$ cat src/rtl/calc_sequencer.sv
// calc_sequencer: keypad-to-datapath controller for the calculator.
// Turns key strobes into operand-buffer command pulses and supervises the ALU.
//
// Parameters:
//   MAX_DIGITS  - BCD digits accepted per operand (extra digit keys dropped)
//   ALU_TIMEOUT - cycles allowed in CALC before error (1..255)
// Optional build macro:
//   CALC_CHAIN_EN - operator key in RESULT chains the result as operand 1
//
// Ports:
//   clk, rst            - clock, asynchronous active-high reset
//   key_valid, key_code - one-cycle key strobe and code
//                         (0-9 digit, 10 add, 11 sub, 12 mul,
//                          13 equals, 14 clear, 15 negate)
//   alu_done, alu_err   - ALU completion strobe and its error qualifier
//   store_digit, digit  - pulse shifting digit into operand buffer
//   enter               - pulse committing operand 1
//   sign_toggle         - pulse negating current operand
//   clear               - pulse zeroing operand buffer
//   alu_start, alu_op   - ALU launch pulse, latched operation
//   result_ready        - pulse loading ALU result into buffer
//   busy, err           - high while in CALC / ERR
module calc_sequencer #(
    parameter int MAX_DIGITS  = 2,
    parameter int ALU_TIMEOUT = 16
) (
    input  logic       clk,
    input  logic       rst,
    input  logic       key_valid,
    input  logic [3:0] key_code,
    input  logic       alu_done,
    input  logic       alu_err,
    output logic       store_digit,
    output logic [3:0] digit,
    output logic       enter,
    output logic       sign_toggle,
    output logic       clear,
    output logic       alu_start,
    output logic [1:0] alu_op,
    output logic       result_ready,
    output logic       busy,
    output logic       err
);

    localparam int CW = $clog2(MAX_DIGITS + 1);
    localparam logic [CW-1:0] DMAX = CW'(MAX_DIGITS);
    localparam logic [7:0] TMAX = 8'(ALU_TIMEOUT);

    typedef enum logic [2:0] {
        OP1    = 3'd0,
        OP2    = 3'd1,
        CALC   = 3'd2,
        RESULT = 3'd3,
        ERR    = 3'd4
    } state_t;

    state_t        state;
    logic [CW-1:0] dcnt;
    logic [7:0]    tcnt;
    logic          pend;
    logic [3:0]    pend_digit;

    logic       is_digit;
    logic       is_op;
    logic       is_eq;
    logic       is_clr;
    logic       is_neg;
    logic [1:0] key_op;

    assign is_digit = key_valid && (key_code <= 4'd9);
    assign is_op    = key_valid && (key_code >= 4'd10) && (key_code <= 4'd12);
    assign is_eq    = key_valid && (key_code == 4'd13);
    assign is_clr   = key_valid && (key_code == 4'd14);
    assign is_neg   = key_valid && (key_code == 4'd15);
    assign key_op   = 2'(key_code - 4'd10);

    always_ff @(posedge clk or posedge rst) begin
        if (rst) begin
            state        <= OP1;
            dcnt         <= '0;
            tcnt         <= '0;
            pend         <= 1'b0;
            pend_digit   <= '0;
            store_digit  <= 1'b0;
            digit        <= '0;
            enter        <= 1'b0;
            sign_toggle  <= 1'b0;
            clear        <= 1'b0;
            alu_start    <= 1'b0;
            alu_op       <= '0;
            result_ready <= 1'b0;
            busy         <= 1'b0;
            err          <= 1'b0;
        end else begin
            store_digit  <= 1'b0;
            digit        <= '0;
            enter        <= 1'b0;
            sign_toggle  <= 1'b0;
            clear        <= 1'b0;
            alu_start    <= 1'b0;
            result_ready <= 1'b0;

            if (is_clr) begin
                // Clear beats alu_done and timeout on the same edge
                clear  <= 1'b1;
                dcnt   <= '0;
                tcnt   <= '0;
                alu_op <= '0;
                pend   <= 1'b0;
                busy   <= 1'b0;
                err    <= 1'b0;
                state  <= OP1;
            end else begin
                case (state)
                    OP1, OP2: begin
                        if (pend) begin
                            // Digit that started a new entry from RESULT;
                            // its cycle belongs to this pulse alone
                            store_digit <= 1'b1;
                            digit       <= pend_digit;
                            dcnt        <= CW'(1);
                            pend        <= 1'b0;
                        end else begin
                            unique case (1'b1)
                                is_digit: begin
                                    if (dcnt < DMAX) begin
                                        store_digit <= 1'b1;
                                        digit       <= key_code;
                                        dcnt        <= dcnt + CW'(1);
                                    end
                                end
                                is_neg: sign_toggle <= 1'b1;
                                is_op: begin
                                    if (state == OP1) begin
                                        alu_op <= key_op;
                                        enter  <= 1'b1;
                                        dcnt   <= '0;
                                        state  <= OP2;
                                    end else if (dcnt == '0) begin
                                        // Operator correction before operand 2
                                        alu_op <= key_op;
                                    end
                                end
                                is_eq: begin
                                    if (state == OP2 && dcnt != '0) begin
                                        alu_start <= 1'b1;
                                        tcnt      <= '0;
                                        busy      <= 1'b1;
                                        state     <= CALC;
                                    end
                                end
                                default: ;
                            endcase
                        end
                    end
                    CALC: begin
                        tcnt <= tcnt + 8'd1;
                        if (alu_done) begin
                            busy <= 1'b0;
                            if (alu_err) begin
                                err   <= 1'b1;
                                state <= ERR;
                            end else begin
                                result_ready <= 1'b1;
                                state        <= RESULT;
                            end
                        end else if (tcnt + 8'd1 == TMAX) begin
                            busy  <= 1'b0;
                            err   <= 1'b1;
                            state <= ERR;
                        end
                    end
                    RESULT: begin
                        unique case (1'b1)
                            is_digit: begin
                                // Zero the displayed result first, then
                                // store the digit on the following cycle
                                clear      <= 1'b1;
                                pend       <= 1'b1;
                                pend_digit <= key_code;
                                dcnt       <= '0;
                                state      <= OP1;
                            end
                            is_neg: sign_toggle <= 1'b1;
`ifdef CALC_CHAIN_EN
                            is_op: begin
                                alu_op <= key_op;
                                enter  <= 1'b1;
                                dcnt   <= '0;
                                state  <= OP2;
                            end
`endif
                            default: ;
                        endcase
                    end
                    ERR: ;
                    default: begin
                        busy  <= 1'b0;
                        err   <= 1'b0;
                        state <= OP1;
                    end
                endcase
            end
        end
    end

endmodule

$ cat config.mk
export PLATFORM = sky130hd
export DESIGN_NAME = calc_sequencer
export DESIGN_NICKNAME = d
export VERILOG_FILES = /design/src/rtl/calc_sequencer.sv
export SDC_FILE = /design/constraint.sdc
export NUM_CORES = 1
export LEC_CHECK = 0
export ABC_CLOCK_PERIOD_IN_PS = 2800
export BUFFER_PORTS_ARGS = -buffer_cell sky130_fd_sc_hd__buf_4
export CAP_MARGIN = 20
export CORE_UTILIZATION = 55
export DETAILED_ROUTE_END_ITERATION = 10
export MAX_ROUTING_LAYER = met4
export PLACE_DENSITY = 0.77
export SYNTH_ARGS = -nofsm -noshare
export SYNTH_HDL_FRONTEND = slang
export SYNTH_SLANG_ARGS = --single-unit
export TNS_END_PERCENT = 20
$ cat constraint.sdc
create_clock -name clk -period 2.8 [get_ports clk]
set_input_delay 0.14 -clock clk [delete_from_list [all_inputs] [get_ports clk]]
set_output_delay 0.14 -clock clk [all_outputs]
set_load 0.02 [all_outputs]
Word-level counts from Yosys, hierarchy flattened:

Index checks and enable logic that the tools add are counted.

* bits in registers: 32
* input port bits: 9
* output and inout port bits: 14
* logic and storage cells: 147

* $add $sub $neg: 3
* order comparisons: 4
* equality and inequality tests: 24
* multiplexer cells: 74
* bitwise gates (word level): 1
* reduce and logical (&&, ||, !) cells: 26

Operators by type and width (number)
* 2-to-1 mux 1 bit: 37
* 2-to-1 mux 8 bit: 4
* 2-to-1 mux 3 bit: 8
* 2-to-1 mux 2 bit: 11
* 2-to-1 mux 4 bit: 5
* inequality test 4 bit, second input constant: 5
* case mux 8 bit (2 select lines): 1
* inequality test 5 bit, second input constant: 3
* == test 4 bit, second input constant: 3
* inequality test 3 bit, second input constant: 4
* case mux 3 bit (4 select lines): 1
* AND reduction 5 bit: 2
* nonzero test 3 bit: 3
* adder 8 x 1 -> 8 bit, second input constant: 1
* == test 8 x 5 -> 1 bit, second input constant: 1
* <= comparator 4 bit, second input constant: 2
* case mux 2 bit (2 select lines): 2
* AND reduction 4 bit: 2
* logical AND 1 bit: 7
* AND reduction 7 bit: 1
* == test 3 x 2 -> 1 bit, second input constant: 2
* inequality test 2 x 1 -> 1 bit, second input constant: 3
* case mux 1 bit (2 select lines): 3
* case mux 3 bit (2 select lines): 1
* 16 further kinds: 20

Depth between registers and ports, before layout:

Gate-level depths: netlist of the first run.

* word-level depth: 7
* gate-level depth with buffers: 8
* depth with buffers taken out: 8

Worst setup path before layout of the first run:

No wires, ideal clock.

* kind: register -> register
* start point: register tcnt[0]
* end point: register state[0]
* library setup time: 0.125 ns
* arrival: 1.560 ns
* required time: 2.675 ns
* slack: 1.115 ns
* cell stages (with the launch flop): 8
* path buffers: 0
* period minus slack after synthesis: 1.685 ns
* cells stage by stage: dfrtp_1 ha_1 nand2_1 nor2_1 xnor2_1 nand4_1 a21o_1 mux2_4

* word-level cells in the longest chain between the ends: 4

Ends and longest elaborated chain
* from (decl): RTL line 59 `logic [7:0] tcnt;`
* from (signal assigned): RTL line 157 `tcnt <= tcnt + 8'd1;`
* adder 8 x 1 -> 8 bit: RTL line 167 `end else if (tcnt + 8'd1 == TMAX) begin`
* == test 8 x 5 -> 1 bit: RTL line 167
* inequality test 4 bit (no line)
* AND reduction 7 bit (no line)
* to (signal assigned): RTL line 162 `state <= ERR;`
* to (signal assigned): RTL line 165 `state <= RESULT;`
* to (signal assigned): RTL line 170 `state <= ERR;`
* to (decl): RTL line 57 `state_t state;`

Every way passes these cells.
A chain may end at the register's enable or synchronous reset.

Worst setup path after layout of the first run:

* start point: register state[1]
* end point: register state[0]

* word-level cells in the longest chain between the ends: 4
* elaborated cells on any way between the ends: 17
* classes of those cells: 11 x eq/ne; 2 x mux; 4 x reduce/logical

Ends and longest elaborated chain
* from (signal assigned): RTL line 79 `state <= OP1;`
* from (signal assigned): RTL line 112 `state <= OP1;`
* from (signal assigned): RTL line 138 `state <= OP2;`
* == test 3 x 1 -> 1 bit / logical NOT 3 bit (equally long branches): RTL line 114, 145, 134
* OR reduction 2 bit / logical AND 1 bit (equally long branches): RTL line 114, 145
* inequality test 4 bit (no line) (tied with other cells)
* AND reduction 7 bit (no line) / 2-to-1 mux 3 bit (equally long branches)

Several ways; a longest one is shown, not always the timed one.

==> metrics, run 1 <==
status=complete, no violations; CP required=3030 ps; final setup violating endpoints=0; Worst-Skew Late Latency=340 ps; Clock Skew=10.17 ps; Clock Sinks=32; drt first-iter violations=100; fin. max-slew vios=0; clk root buf=clkbuf_4; DP HPWL=2669 um; most numerous cell in the Yosys netlist=dfrtp_1; maximum buffer depth of the clock tree=2; Final Hold Viols=0; VDD IR max=0.5186 mV; CTS tree=yes; EDFF count, synth=0; area delta synth->final=13.74%; Synth area leader=dfrtp_1; total wire length=3683 um; die height=58.54 um; port buffer count=22; Post-route DRC=0; Slew HR=0.5035; RSZ-0062 raised after global routing=no; Initial Util=0.5758; initial antenna violation count=0; # diodes=0; Synth area leaders=dfrtp_1 (46%), nand2_1 (4.3%), o21ai_1 (4.0%), nor2_1 (3.4%), a21oi_1 (3.1%); clock share of power=0.144; post-route cell area=1999 sq um; DR vias=1474; critical path type=register to register; Total GRT Usage=0.2472; Yosys top cell area share=0.4555; Combinational Power Share=0.451; YS warnings=0; Nets=223; ys async rst share=1.000; Final period util=0.7089; Peak Freq=0.5038 GHz; RePlAce Congestion=0.8877; dpl cells=248; post-cts sizing count=0; NetSw=0.8110 mW; Critical Path Fanout Max=13; first-pass GRT wire length=6058 um; CTS Buf Count=5; Crit. End Element=register; commonest cells in the synthesized netlist=dfrtp_1 (32), nand2_1 (20), nor2_1 (16), o21ai_1 (14), a21oi_1 (11); Syn Nets=199; Critical Path Start Type=register; # rows=20; Cell Area, Synth=1758 sq um; DP Area=1928 sq um; Max-Cap Viols=0; Die ar.=3426 sq um; post-route insts no fill=257; share of layout cells above drive strength 1=0.2019; aggregate global routing overflow=0; PwrDens=968.3 nW/um^2; total power=1.936 mW; Distinct cells, synth=44; Seq cells post-synth=32; Die X=58.54 um; ys flop type=dfrtp_1; drt pass-1 iters=4; worst min path class=input pin to register; sequential fraction of the synthesis area=0.4555; Flop pwr share=0.405; Syn Area/Cell=9.351 sq um; Syn Inst Count=188; CP Data Arrival Time=2210 ps; I/O pin count=23; Worst Max-Slew Pin Slew=739.1 ps; DRT antenna net count=0; DR vias/cell=5.735; Internal=1.125 mW; vias in the first global route=1319; Leak=0.9090 nW; Core Box Area=3053 sq um; CTS H-tree lvls=2; largest net degree at the start of global routing=33; min cycle time layout=1985 ps; setup_tns=0 ps; fillers=259; Reg clk slew, reported paths=100 ps; DR WL/cell=14.33 um; sw frac=0.4189
## cell usage in the layout, fill, tap and decap left out, types with 2 or more instances in the layout
cell	n
nand4_1	4
dfrtp_1	32
nand2b_1	4
clkinv_2	2
nor3_1	5
o22ai_1	3
and3_1	3
nand3b_1	7
clkbuf_4	5
nand3_1	8
a21oi_1	11
mux2i_1	2
o31ai_1	3
a21oi_2	2
buf_4	23
o21ai_1	14
nor2_1	16
ha_1	2
nor2b_1	4
a22oi_1	2
nor2_2	2
and2_1	2
mux2_2	4
xnor2_1	3
o21ai_0	5
or3_1	3
nand2_1	20
inv_1	5
## power by group through the flow
| stage | logic (mW) | clock network, mW | registers (mW) |
|---|---|---|---|
| 2_1_floorplan | 0.656 | 0 | 0.778 |
| 6_report | 0.874 | 0.279 | 0.783 |
| 4_1_cts | 0.873 | 0.282 | 0.780 |
| 3_3_place_gp | 0.830 | 0 | 0.779 |
| 3_5_place_dp | 0.870 | 0 | 0.791 |
| 5_1_grt | 0.963 | 0.298 | 0.808 |
## state kept, by name (all words and copies together), names as in the netlist
name,cells
alu_op,2
alu_start,1
busy,1
clear,1
dcnt,2
digit,4
enter,1
err,1
pend,1
pend_digit,4
result_ready,1
sign_toggle,1
state,3
store_digit,1
tcnt,8
## routing by layer
metal,routed length [um],part of all wire,track usage
met4,85,0.023,0.1259
met3,216,0.059,0.04835
met5,0,0,-
met2,1747,0.47,0.3580
met1,1634,0.44,0.3314
## cell type report
class                   instances  area, sq um  share of cell area
flip-flops and latches         32        800.8              0.4005
repair buffers                 24        182.7             0.09136
inverters                       5        18.77            0.009387
multi-input cells             144        880.8              0.4406
clock buffers                   6        51.30             0.02566
well taps                      44        55.05             0.02753
clock inverters                 2        10.01            0.005006
## repair_timing
| action | in CTS | in global routing |
|---|---|---|
| hold buffers | 1 | 0 |
| buffers inserted | 0 | 0 |
| hold endpoints to repair | 32 | 0 |
## kinds of logic after synthesis
| logic type | count (synthesis) | share of synthesized area |
|---|---|---|
| buf+inv | 12 | 0.04341 |
| xor+xnor | 3 | 0.01495 |
| flops | 32 | 0.4555 |
| compound gates | 47 | 0.1637 |
| fa+ha+maj | 2 | 0.01423 |
| simple gates | 84 | 0.2562 |
| mux | 8 | 0.05195 |
## per-stage QoR
stage / util / worst slack [ps] / hold WS [ps]
2_1_floorplan: - / 1115 / 256.2
6_report: 0.6549 / 815.1 / 67.78
3_5_place_dp: 0.6316 / 850.0 / 255.6
4_1_cts: 0.6549 / 846.6 / 56.09
3_3_place_gp: 0.6316 / 943.3 / 244.9
5_1_grt: 0.6549 / 691.8 / 84.85
## final timing paths
check	start	slack (ps)	to	cells after the start
hold / removal	key_code[1]	70	alu_op[1]	2
setup reg to reg	state[1]	820	state[0]	6
min in group asynchronous	rst	440	pend_digit[1]	4
hold reg to reg	tcnt[7]	500	tcnt[7]	1
max in group asynchronous	rst	2070	result_ready	4
setup / recovery	state[1]	820	state[0]	6
## critical path, stage by stage (launching register included)
cell and delay (ps):
dfrtp_1 520, nor2_1 360, and3_1 270, a22oi_1 80
o21ai_1 130, a21o_1 200, mux2_4 310
Note: power is estimated with default switching activity, not from simulation.
==> run 2, diff against run 1 <==
- ABC_CLOCK_PERIOD_IN_PS: 2800 -> 1900
- clock period: 2.8 -> 1.9 ns (I/O delays scaled with it)
==> run 2 against run 1 <==
Net effect: worst setup slack got worse by 730 ps; clock power increased by 85%; final cell count rose by 1.6%; via count down 0.61%; sequential power up 49%; sequential share of layout area shrank 1.1 points; count of clock-buffer cells in the layout is the same; critical path type unchanged; largest cell class unchanged.
==> metrics, run 2 (synthesized netlist as in run 1, its figures left out) <==
port buffer count=22; RSZ-0062 raised after global routing=yes; # rows=20; Core Box Area=3053 sq um; commonest non-fill, non-tap cells in the layout=dfrtp_1 (28), buf_4 (27), nand2_1 (20); worst min path class=input pin to register; Largest Register=tcnt; Critical Path Fanout Max=5; Worst path max stage delay=470 ps; Final period util=0.9539; WL met2=1784 um; crit path cell chain=ha_4 -> nand2_1 -> nor2_1 -> xnor2_1 -> nand4_1 -> a21o_1 -> mux2_4; register area=805.8 sq um; Worst Max-Slew Pin Slew=392.4 ps; share of layout cells above drive strength 1=0.2396; CTS Buf Count=5; DRT antenna net count=0; CP required=2130 ps; PwrDens=1472 nW/um^2; DR vias/cell=5.613; Worst-Skew Late Latency=340 ps; Final Hold Viols=0; area delta synth->final=17.58%; initial antenna violation count=0; Initial Util=0.5758; Leak=0.9296 nW; post-route cell area=2067 sq um; Multi-input gate area=898.4 sq um; largest net degree at the start of global routing=33; CTS H-tree lvls=2; Post-route DRC=0; critical path type=register to register; Clock Sinks=32; RePlAce Congestion=0.8952; aggregate global routing overflow=0; drt pass-1 iters=4; die height=58.54 um; min cycle time layout=1812 ps; Slew HR=0.7384; I/O pin count=23; Crit. End Element=register; DR top layer=met4; Peak Freq=0.5517 GHz; commonest non-fill, non-tap cell in the layout=dfrtp_1; Die ar.=3426 sq um; Die X=58.54 um; vias in the first global route=1397; Routed met3 length=123 um; Max-Cap Viols=0; DP HPWL=2726 um; max FFs per register=8; met1 WL=1757 um; # diodes=0; VDD IR max=1.108 mV; Total GRT Usage=0.2602; Reg clk slew, reported paths=100 ps; final setup violating endpoints=0; maximum buffer depth of the clock tree=2; fin. max-slew vios=0; total wire length=3743 um; DP Area=1958 sq um; drt first-iter violations=128; post-route insts no fill=261; biggest regs=tcnt: 8 flops, digit: 4 flops, pend_digit: 4 flops; first-pass GRT wire length=6396 um; Nets=227; CTS tree=yes; DR vias=1465; dpl cells=252; Clock Skew=10.10 ps; Critical Path Start Type=register; status=complete, no violations; CP max stage cell=dfrtp_1; final hold slack=15.22 ps; clk root buf=clkbuf_4; CP Data Arrival Time=2040 ps; fillers=261; DR WL/cell=14.34 um
==> run 2: changes by cell type in the layout (fill, tap and decap cells not counted) <==
cell       previous run  this run
buf_4                23        27
dfrtp_1              32        28
dfrtp_2               0         4
bufinv_16             0         1
clkbuf_1              0         1
clkbuf_8              1         0
clkinv_2              2         1
ha_1                  2         1
ha_4                  0         1
o31ai_1               3         2
o31ai_2               0         1
==> run 2: timing repair <==
item | 4_1_cts | 5_1_grt
endpoints found under the setup margin | 0 | 11
endpoints found under the hold margin | 32 | 0
hold buffers | 1 | 0
setup buffers | 0 | 0
gates resized for setup | 0 | 7
==> run 2: cell type report <==
cell class | instances | area share
clock buffer | 6 | 0.01998
multi-input combinational | 144 | 0.4346
clock inverter | 2 | 0.01695
inverter | 5 | 0.009080
tap | 44 | 0.02663
timing repair buffer | 28 | 0.1029
sequential | 32 | 0.3898
==> run 2: critical path, delay by kind of cell, from the launching register on <==
family | cells | cell delay [ps]
flip-flops | 1 | 470
multiplexers | 1 | 310
AND/OR/NAND/NOR | 3 | 300
AO/OA/AOI/OAI | 1 | 250
adder cells (fa/ha/maj) | 1 | 190
XOR/XNOR | 1 | 180
==> run 2: stage by stage <==
| stage | utilization | setup WS, ps | power (mW) | TNS (ps) |
|---|---|---|---|---|
| 5_1_grt | 0.6770 | -16.81 | 3.274 | -16.81 |
| 3_3_place_gp | 0.6414 | 111.8 | 2.431 | 0 |
| 3_5_place_dp | 0.6414 | 33.36 | 2.499 | 0 |
| 6_report | 0.6770 | 87.53 | 3.043 | 0 |
| 4_1_cts | 0.6697 | 6.205 | 3.019 | 0 |
| 2_1_floorplan | - | 215.3 | 2.114 | 0 |
==> run 2: metal layers <==
layer,GRT usage,up-vias
li1,-,733
met1,0.3386,695
met2,0.4023,30
met3,0.04615,7
met4,0.1122,0
met5,-,-
==> run 2: power breakdown <==
part | leakage (nW) | switching, mW | internal, mW
sequential | 0.413 | 0.249 | 0.917
combinational | 0.474 | 0.726 | 0.635
clock | 0.0422 | 0.241 | 0.276
total | 0.930 | 1.22 | 1.83
==> run 2: final timing paths <==
check                            start   endpoint  cells after the start  slack [ps]
setup / recovery               tcnt[1]   state[0]                      7          90
hold / removal             key_code[1]  alu_op[1]                      2          20
setup reg to reg               tcnt[1]   state[0]                      7          90
hold reg to reg                dcnt[0]    dcnt[0]                      1         500
max in group asynchronous          rst   state[2]                      4        1180
min in group asynchronous          rst  alu_start                      4         400
==> run 3, diff against run 2 <==
- HOLD_SLACK_MARGIN: default -> 0.1
==> run 3 against run 2 <==
Net effect: register-to-register slack about the same; largest cell class unchanged; combinational power barely moved; non-clock buffer count increased by 6; maximum frequency is essentially flat; final cell count is 2.3% higher; worst setup slack worse by 0.97 ps; via count is 2.2% higher; count of clock-buffer cells in the layout unchanged; hold slack gained 87 ps; critical path depth stayed put; final area increased by 2.9%.
==> metrics, run 3 (synthesized netlist as in run 1, its figures left out) <==
Slew HR=0.7388; critical path type=register to register; RSZ-0062 raised after global routing=yes; # diodes=0; setup_tns=0 ps; DP HPWL=2726 um; vias in the first global route=1421; Crit. End Element=register; largest net degree at the start of global routing=33; Peak Freq=0.5514 GHz; drt first-iter violations=99; drt pass-1 iters=4; Post-CTS Setup Repair Bufs=0; area delta synth->final=21.00%; Critical Path Start Type=register; DR WL/cell=14.16 um; Clock Skew=10.33 ps; PwrDens=1436 nW/um^2; Total GRT Usage=0.2632; VDD IR max=1.106 mV; Final Hold Viols=0; fillers=256; share of layout cells above drive strength 1=0.2332; Leak=0.9533 nW; Worst path max stage delay=470 ps; aggregate global routing overflow=0; Die X=58.54 um; RePlAce Congestion=0.8952; port buffer count=22; Die ar.=3426 sq um; # rows=20; maximum buffer depth of the clock tree=2; CP required=2130 ps; status=complete, no violations; CTS Buf Count=5; first-pass GRT wire length=6479 um; Final period util=0.9544; final setup violating endpoints=0; initial antenna violation count=0; Reg clk slew, reported paths=100 ps; Multi-input gate area=898.4 sq um; Core Box Area=3053 sq um; Critical Path Fanout Max=5; commonest non-fill, non-tap cells in the layout=dfrtp_1 (28), buf_4 (27), nand2_1 (20); Largest Register=tcnt; Max-Cap Viols=0; CP Data Arrival Time=2040 ps; crit path cell chain=ha_4 -> nand2_1 -> nor2_1 -> xnor2_1 -> nand4_1 -> a21o_1 -> mux2_4; commonest non-fill, non-tap cell in the layout=dfrtp_1; final hold slack=102.2 ps; Clock Sinks=32; total wire length=3782 um; CTS tree=yes; Post-route DRC=0; clk root buf=clkbuf_4; die height=58.54 um; R2R cell count=7; DR vias/cell=5.607; CP max stage cell=dfrtp_1; min cycle time layout=1813 ps; WHS Path Cells=3; Nets=233; Worst Max-Slew Pin Slew=391.8 ps; worst min path class=input pin to register; biggest regs=tcnt: 8 flops, digit: 4 flops, pend_digit: 4 flops; Initial Util=0.5758; register area=805.8 sq um; fin. max-slew vios=0; Worst-Skew Late Latency=340 ps; DR vias=1497; I/O pin count=23; max FFs per register=8; CTS H-tree lvls=2; DRT antenna net count=0
## run 3: changes by cell type in the layout (fill, tap and decap cells not counted), sizes merged
cell / change
dlygate4sd3: +6
## run 3: report_power, final
group | leakage (nW) | total (mW) | internal (mW) | switching, mW
Combinational | 0.498 | 1.37 | 0.643 | 0.730
Sequential | 0.413 | 1.16 | 0.917 | 0.248
Clock | 0.0422 | 0.517 | 0.276 | 0.241
## run 3: worst max-delay path, delay by kind of cell, from the launching register on
family                     cells  cell delay, ps
AOI/OAI and AO/OA              1             250
muxes                          1             310
and+or+nand+nor                3             300
xor gates and xnor gates       1             180
adders and majority gates      1             190
DFF                            1             470
## run 3: final timing paths
| path | start | to | slack [ps] |
|---|---|---|---|
| min in group asynchronous | rst | alu_start | 400 |
| hold / removal | alu_done | err | 100 |
| max in group asynchronous | rst | state[2] | 1180 |
| hold reg to reg | dcnt[0] | dcnt[0] | 500 |
| setup / recovery | tcnt[1] | state[0] | 90 |
| setup reg to reg | tcnt[1] | state[0] | 90 |
## run 3: metal layers
layer,GRT usage,vias to the layer above,share of wire,wire (um)
met1,0.3429,717,0.47,1779
met4,0.1122,0,0.020,77
li1,-,745,-,-
met2,0.4072,28,0.48,1807
met5,-,-,0,0
met3,0.04615,7,0.031,117
## run 3: final cells by class
class	instances	share of cell area
sequential	32	0.3788
clock inverter	2	0.01647
clock buffer	6	0.01941
multi-input combinational	144	0.4224
tap	44	0.02588
timing repair buffer	34	0.1282
inverter	5	0.008824
## run 3: timing repair
action                     in CTS  in global routing
gates resized for setup         0                  7
hold buffers                    7                  0
setup endpoints to repair       0                 11
hold endpoints to repair       44                  0
## run 3: metrics by stage
step / setup slack [ps] / instance area [sq um] / cells / util / power (mW)
after detailed placement: 33.36 / 1958 / 252 / 0.6414 / 2.499
final: 86.56 / 2127 / 267 / 0.6967 / 3.055
after CTS: 6.205 / 2105 / 267 / 0.6893 / 3.029
after floorplan: 215.3 / 1758 / 188 / - / 2.114
after global placement: 111.8 / 1958 / 252 / 0.6414 / 2.431
after global routing: -16.81 / 2127 / 267 / 0.6967 / 3.285
